**src/rtl/imem_arbiter.sv**
```systemverilog
// Shares one RAM port between instruction fetch and the memory stage, one access at a time.
// Define IMEM_ARB_RR_EN for round-robin arbitration; otherwise MEM has fixed priority.
module imem_arbiter #(
  parameter int AW      = 6,
  parameter int TIMEOUT = 16
) (
  input  logic          clk,
  input  logic          reset,
  input  logic          IfReq,
  input  logic [31:0]   IfAddr,
  input  logic          IfKill,
  output logic          IfValid,
  output logic [31:0]   IfRdata,
  output logic          IfStall,
  input  logic          MemReq,
  input  logic          MemWe,
  input  logic [31:0]   MemAddr,
  input  logic [31:0]   MemWdata,
  output logic          MemValid,
  output logic [31:0]   MemRdata,
  output logic          MemStall,
  output logic          RamReq,
  output logic          RamWe,
  output logic [AW-1:0] RamAddr,
  output logic [31:0]   RamWdata,
  input  logic [31:0]   RamRdata,
  input  logic          RamAck,
  output logic          TimeoutErr
);

  localparam int CW = $clog2(TIMEOUT + 1);

  typedef enum logic [1:0] {
    IDLE           = 2'd0,
    BUSY_IF        = 2'd1,
    BUSY_IF_KILLED = 2'd2,
    BUSY_MEM       = 2'd3
  } state_t;

  state_t        state, state_nx;
  logic          mem_elig, if_elig;
  logic          grant_mem, grant_if;
  logic          busy, if_done, mem_done;
  logic [CW-1:0] cnt;

  // A requester raising Req during its own Valid cycle is dropping it, not asking again.
  assign mem_elig = MemReq && !MemValid;
  assign if_elig  = IfReq && !IfValid && !IfKill;

`ifdef IMEM_ARB_RR_EN
  logic last_mem;

  always_comb begin
    grant_mem = 1'b0;
    grant_if  = 1'b0;
    if (state == IDLE) begin
      grant_mem = mem_elig && (!if_elig || !last_mem);
      grant_if  = if_elig && !grant_mem;
    end
  end

  always_ff @(posedge clk) begin
    if (reset)          last_mem <= 1'b0;
    else if (grant_mem) last_mem <= 1'b1;
    else if (grant_if)  last_mem <= 1'b0;
  end
`else
  always_comb begin
    grant_mem = 1'b0;
    grant_if  = 1'b0;
    if (state == IDLE) begin
      grant_mem = mem_elig;
      grant_if  = if_elig && !mem_elig;
    end
  end
`endif

  assign busy     = (state != IDLE);
  assign if_done  = (state == BUSY_IF) && RamAck && !IfKill;
  assign mem_done = (state == BUSY_MEM) && RamAck;

  assign RamReq   = busy;
  assign IfStall  = IfReq && !IfValid;
  assign MemStall = MemReq && !MemValid;

  always_comb begin
    state_nx = state;
    case (state)
      IDLE: begin
        if (grant_mem)     state_nx = BUSY_MEM;
        else if (grant_if) state_nx = BUSY_IF;
      end
      BUSY_IF: begin
        if (RamAck)      state_nx = IDLE;
        else if (IfKill) state_nx = BUSY_IF_KILLED;
      end
      BUSY_IF_KILLED: if (RamAck) state_nx = IDLE;
      BUSY_MEM:       if (RamAck) state_nx = IDLE;
      default:        state_nx = IDLE;
    endcase
  end

  always_ff @(posedge clk) begin
    if (reset) begin
      state      <= IDLE;
      IfValid    <= 1'b0;
      IfRdata    <= '0;
      MemValid   <= 1'b0;
      MemRdata   <= '0;
      RamWe      <= 1'b0;
      RamAddr    <= '0;
      RamWdata   <= '0;
      TimeoutErr <= 1'b0;
      cnt        <= '0;
    end else begin
      state    <= state_nx;
      IfValid  <= if_done;
      MemValid <= mem_done;
      if (if_done)              IfRdata  <= RamRdata;
      if (mem_done && !RamWe)   MemRdata <= RamRdata;
      if (grant_mem) begin
        RamAddr  <= MemAddr[AW+1:2];
        RamWe    <= MemWe;
        RamWdata <= MemWdata;
      end else if (grant_if) begin
        RamAddr  <= IfAddr[AW+1:2];
        RamWe    <= 1'b0;
        RamWdata <= '0;
      end
      // Saturating wait counter; the flag fires on the step that reaches TIMEOUT.
      if (grant_mem || grant_if) begin
        cnt <= '0;
      end else if (busy && !RamAck && cnt != CW'(TIMEOUT)) begin
        cnt <= cnt + CW'(1);
        if (cnt == CW'(TIMEOUT - 1)) TimeoutErr <= 1'b1;
      end
    end
  end

  logic unused_addr_bits;
  assign unused_addr_bits = ^{IfAddr[31:AW+2], IfAddr[1:0], MemAddr[31:AW+2], MemAddr[1:0]};

endmodule

```
**config.mk**
```make
export PLATFORM = sky130hd
export DESIGN_NAME = imem_arbiter
export DESIGN_NICKNAME = d
export VERILOG_FILES = /design/src/rtl/imem_arbiter.sv
export SDC_FILE = /design/constraint.sdc
export NUM_CORES = 1
export LEC_CHECK = 0
export ABC_AREA = 1
export CAP_MARGIN = 20
export CORE_ASPECT_RATIO = 1.75
export CORE_MARGIN = 2
export CORE_UTILIZATION = 39
export CTS_CLUSTER_DIAMETER = 200
export DETAILED_ROUTE_END_ITERATION = 6
export HOLD_SLACK_MARGIN = 0.1
export PLACE_DENSITY = 0.81
export SLEW_MARGIN = 5
export SYNTH_ARGS = -nofsm -noshare
export SYNTH_HDL_FRONTEND = slang
export SYNTH_SLANG_ARGS = --single-unit
```
**constraint.sdc**
```tcl
create_clock -name clk -period 1.8 [get_ports clk]
set_clock_uncertainty 0.1 [all_clocks]
set_input_delay 0.18 -clock clk [delete_from_list [all_inputs] [get_ports clk]]
set_output_delay 0.18 -clock clk [all_outputs]
set_load 0.01 [all_outputs]
```
# Word-level counts from Yosys, hierarchy flattened

Cells that the tools add are included.

Flip-flop bits (word level): 113
Output and inout port bits: 109

Add/subtract/negate cells: 1
Equal/unequal tests: 8
Muxes and demuxes: 14
Bitwise gates (word level): 1
Reduce and logical (&&, ||, !) cells: 24

Operators by type and width:

| kind                                                  | count |
|---|---|
| two-way mux 32 bit                                    | 2 |
| two-way mux 6 bit                                     | 2 |
| logical AND 1 bit                                     | 10 |
| two-way mux 2 bit                                     | 5 |
| logical NOT 1 bit                                     | 6 |
| inequality test 3 bit, second input constant          | 2 |
| one-hot mux 2 bit (3 select lines)                    | 1 |
| AND reduction 3 bit                                   | 2 |
| adder 5 x 1 -> 5 bit, second input constant           | 1 |
| == test 5 x 4 -> 1 bit, second input constant         | 1 |
| inequality test 5 bit, second input constant          | 1 |
| == test 2 bit, second input constant                  | 2 |
| two-way mux 1 bit                                     | 4 |
| nonzero test 2 bit                                    | 2 |
| OR reduction 2 bit                                    | 2 |
| == test 2 x 1 -> 1 bit, second input constant         | 1 |
| logical NOT 2 bit                                     | 1 |
| inequality test 2 x 1 -> 1 bit, second input constant | 1 |
| logical OR 1 bit                                      | 1 |
| NOT 1 bit                                             | 1 |

# Logic depth before layout (Yosys ltp)

Depth after elaboration: 8
Depth in mapped cells: 9

# Worst setup path before layout

No wires, ideal clock.

Path type: flip-flop to flip-flop
Start point: register IfValid
End point: register RamWdata[23]
Arrival time: 1.191 ns
Data required time: 1.585 ns
Setup slack: 0.394 ns
Cell stages (with the launch flop): 7
Period minus slack after synthesis: 1.406 ns
Cells stage by stage: dfxtp_1 -> nor2_1 -> nand3_4 -> nand3_2 -> buf_6 -> buf_6 -> o21ai_2

Word-level cells in the longest chain between the ends: 6

RTL lines:

| item                                | RTL line | RTL |
|---|---|---|
| from (decl)                         | 12       | `output logic IfValid,` |
| from (signal assigned)              | 117      | `IfValid <= if_done;` |
| logical NOT 1 bit                   | --       |  |
| logical AND 1 bit                   | --       |  |
| net IfStall                         | 14       | `output logic IfStall,` |
| logical AND 1 bit                   | 48       | `assign if_elig = IfReq && !IfValid && !IfKill;` |
| logical AND 1 bit                   | 73       | `grant_if = if_elig && !mem_elig;` |
| two-way mux 1 bit                   | 71       | `if (state == IDLE) begin` |
| nonzero test 2 bit (no source line) | --       |  |
| to (signal assigned)                | 124      | `RamWdata <= MemWdata;` |
| to (decl)                           | 25       | `output logic [31:0] RamWdata,` |

The timed path passes the listed nets, and every way through them passes these cells.
A chain may end at the register's enable or synchronous reset.

# Final worst setup path

Start point: register MemValid
End point: output port MemStall

Word-level cells in the longest chain between the ends: 2

RTL lines:

| item                   | RTL line | RTL |
|---|---|---|
| from (decl)            | 19       | `output logic MemValid,` |
| from (signal assigned) | 118      | `MemValid <= mem_done;` |
| logical NOT 1 bit      | 84       | `assign MemStall = MemReq && !MemValid;` |
| logical AND 1 bit      | 84       |  |
| to (decl)              | 21       | `output logic MemStall,` |

No other way between the ends.

==> results.yml <==
outcome:
  status: "finished clean"
synthesis:
  mappedNetlistArea_um2: 4410
  synth_edf_count: 0
  synth_flop_cell: "dfxtp_1"
  ys_types: 22
  yosysMostFrequentCell: "dfxtp_1"
  synth_seq_area_share: 0.513
  ys_async_sr_fraction: 0
  synth_common_cells: "dfxtp_1 (113), nor2_1 (90), nand3_1 (84)"
  synth_area_leaders: "dfxtp_1 (51%), nand3_1 (9.5%), nor2_1 (7.7%)"
  syn_inst: 576
  avgSynthCellArea_um2: 7.66
  ys_seq_elements: 113
  yosysTopAreaCellShare: 0.513
  synth_area_leader_cell: "dfxtp_1"
  yosys_warnings: 0
  syn_nets: 714
setup_path:
  reg2reg_slack_ns: 0.38
  r2r_cells: 8
  cp_data_required_time_ns: 1.52
  worstPathMaxFanout: 3
  endpoint_kind: "output port"
  r2r_end: "cnt[1]"
  r2r_start: "cnt[0]"
  cp.arrival_ns: 1.47
  path_class: "reg2out"
  start_kind: "flop"
clock_network:
  cts_buffers: 17
  cts_setup_buffers: 0
  clock_latency_ns: 0.40
  ctsHtreeMaxLevel: 4
  cts.path.max_buffers: 2
  cts_tree: "done"
  cts.sinks: 113
  cts.reportedPaths.clkPinSlew_ns: 0.05
  root_buffer: "clkbuf_16"
sta:
  setup_viol: 0
  fmax_ghz: 0.571
  drv_slew: 0
  whs_ns: 0.252
  fin_crit_ns: 1.75
  hold_viol_final: 0
  relSlewSlack: 0.626
  rsz0062_at_grt: "no"
  final.setup.tns_ns: 0
  tightest_slew_ns: 0.561
  finalCritPeriodShare: 0.974
power:
  powerDensity_nw_per_um2: 1150
  peakVddDrop_v: 0.000819
  p_leak_nw: 2.81
floorplan:
  die_y_um: 145
  design.core.area_um2: 11100
  die_x_um: 84.4
  start_util: 0.397
  die_area_um2: 12200
  io_pins: 244
  rows: 51
final_layout:
  finalNonFillerCells: 913
  fill_cells: 937
  area_delta_synth_final_pct: 61.8
  multiInputGateArea_um2: 1740
  n_antenna_cell: 0
  seqCellArea_um2: 2260
  nNetsFinal: 906
  drive_gt1_frac: 0.0909
job:
  drv_cap: 0
route:
  drc: 0
  drtIter0Drc: 173
  dr.pass1.iters: 5
  ant_nets: 0
  routed_wl_um: 13400
  wl_per_cell_um: 14.7
  viasPerCell: 4.96
  num_vias: 4532
min_path:
  hold_class: "in2reg"
  hp-start: "MemWdata[26]"
  hold_end: "RamWdata[26]"
  hold_depth: 3
placed_design:
  gp_congestion: 0.847
  place.detailed.hpwl_um: 9610
  place_inst: 881
  portBuffers: 191
grt:
  grt_pass1_wl_um: 21000
  grt_overflow: 0
  grt_pass1_vias: 4521
  antenna_found_initial: 0
  track_usage: 0.213
  grt_max_degree: 36
==> layer usage <==
layer | track usage | routed length, um | vias to the layer above
met3 | 0.0664 | 994 | 23
met4 | 0.0894 | 310 | 0
met5 | 0 | 0 | -
met2 | 0.403 | 7350 | 179
met1 | 0.213 | 4730 | 2083
li1 | - | - | 2247
==> cells by family (layout without fill, tap and decap cells) <==
logic type      count (synthesis)  after routing  synth area share
compound gates                103            103             0.125
simple gates                  263            263             0.259
fa+ha+maj                       3              3           0.00851
flops                         113            113             0.513
buf+inv                        94            299            0.0939
==> per-stage QoR <==
stage          power (W)  worst slack (ns)  instance area, um^2   util
6_report         0.00823            0.0472                 7130  0.643
4_1_cts          0.00831            0.0155                 7130  0.642
2_1_floorplan    0.00380             0.394                 4410      -
5_1_grt          0.00859         0.0000239                 7130  0.643
3_5_place_dp     0.00472            0.0496                 6490  0.584
3_3_place_gp     0.00465            0.0725                 6490  0.584
==> worst max path at each step <==
stage	from	end	slack, ns
2_1_floorplan	IfValid	RamWdata[23]	0.39
6_report	MemValid	MemStall	0.05
5_1_grt	MemValid	MemStall	0.00002
4_1_cts	MemValid	MemStall	0.02
3_3_place_gp	MemReq	MemStall	0.07
3_5_place_dp	MemReq	MemStall	0.05
==> area by class of cell <==
| type | count | share of cell area |
|---|---|---|
| Clock buffer | 19 | 0.0635 |
| Clock inverter | 13 | 0.0260 |
| Inverter | 59 | 0.0310 |
| Multi-Input combinational cell | 369 | 0.244 |
| Sequential cell | 113 | 0.317 |
| Tap cell | 132 | 0.0231 |
| Timing Repair Buffer | 208 | 0.295 |
==> where the power goes <==
| part | total [W] | switching, W | internal, W |
|---|---|---|---|
| registers | 0.00289 | 0.000146 | 0.00275 |
| logic | 0.00177 | 0.000911 | 0.000864 |
| clock network | 0.00356 | 0.00118 | 0.00238 |
==> cell usage in the layout (no fill, tap or decap) <==
cell and instances:
clkbuf_8 2, o21ai_0 47, nand3_4 1, bufinv_16 4, nand3_1 84, dlygate4sd2_1 1
nand2_1 80, nand3_2 1, inv_2 3, clkinvlp_4 5, buf_12 5, nor2_4 3
a21oi_1 37, nand2_4 1, buf_4 12, dlymetal6s2s_1 1, clkinv_4 2, o21ai_1 9
nor2_1 89, nand4_1 2, o21ai_2 10, inv_1 56, clkinv_2 2, clkdlybuf4s50_1 189
nor3_1 1, clkbuf_16 17, nor2_2 1, ha_1 3, dfxtp_2 2, dfxtp_1 111
==> worst max-delay path, stage by stage, from the launching register on <==
cell and delay (ns):
dfxtp_1 0.35, nor2_4 0.16, clkdlybuf4s50_1 0.55
==> state kept, by name, summed over array words and instances, names as in the netlist <==
signal / count
RamWe: 1
IfValid: 1
cnt: 5
state: 2
MemRdata: 32
IfRdata: 32
RamAddr: 6
MemValid: 1
TimeoutErr: 1
RamWdata: 32
==> repair_timing <==
| item | in CTS | in global routing |
|---|---|---|
| gates resized for setup | 4 | 1 |
| pin swaps | 0 | 0 |
| setup endpoints to repair | 2 | 1 |
| hold buffers | 0 | 0 |
(Power assumes the default switching activity.)
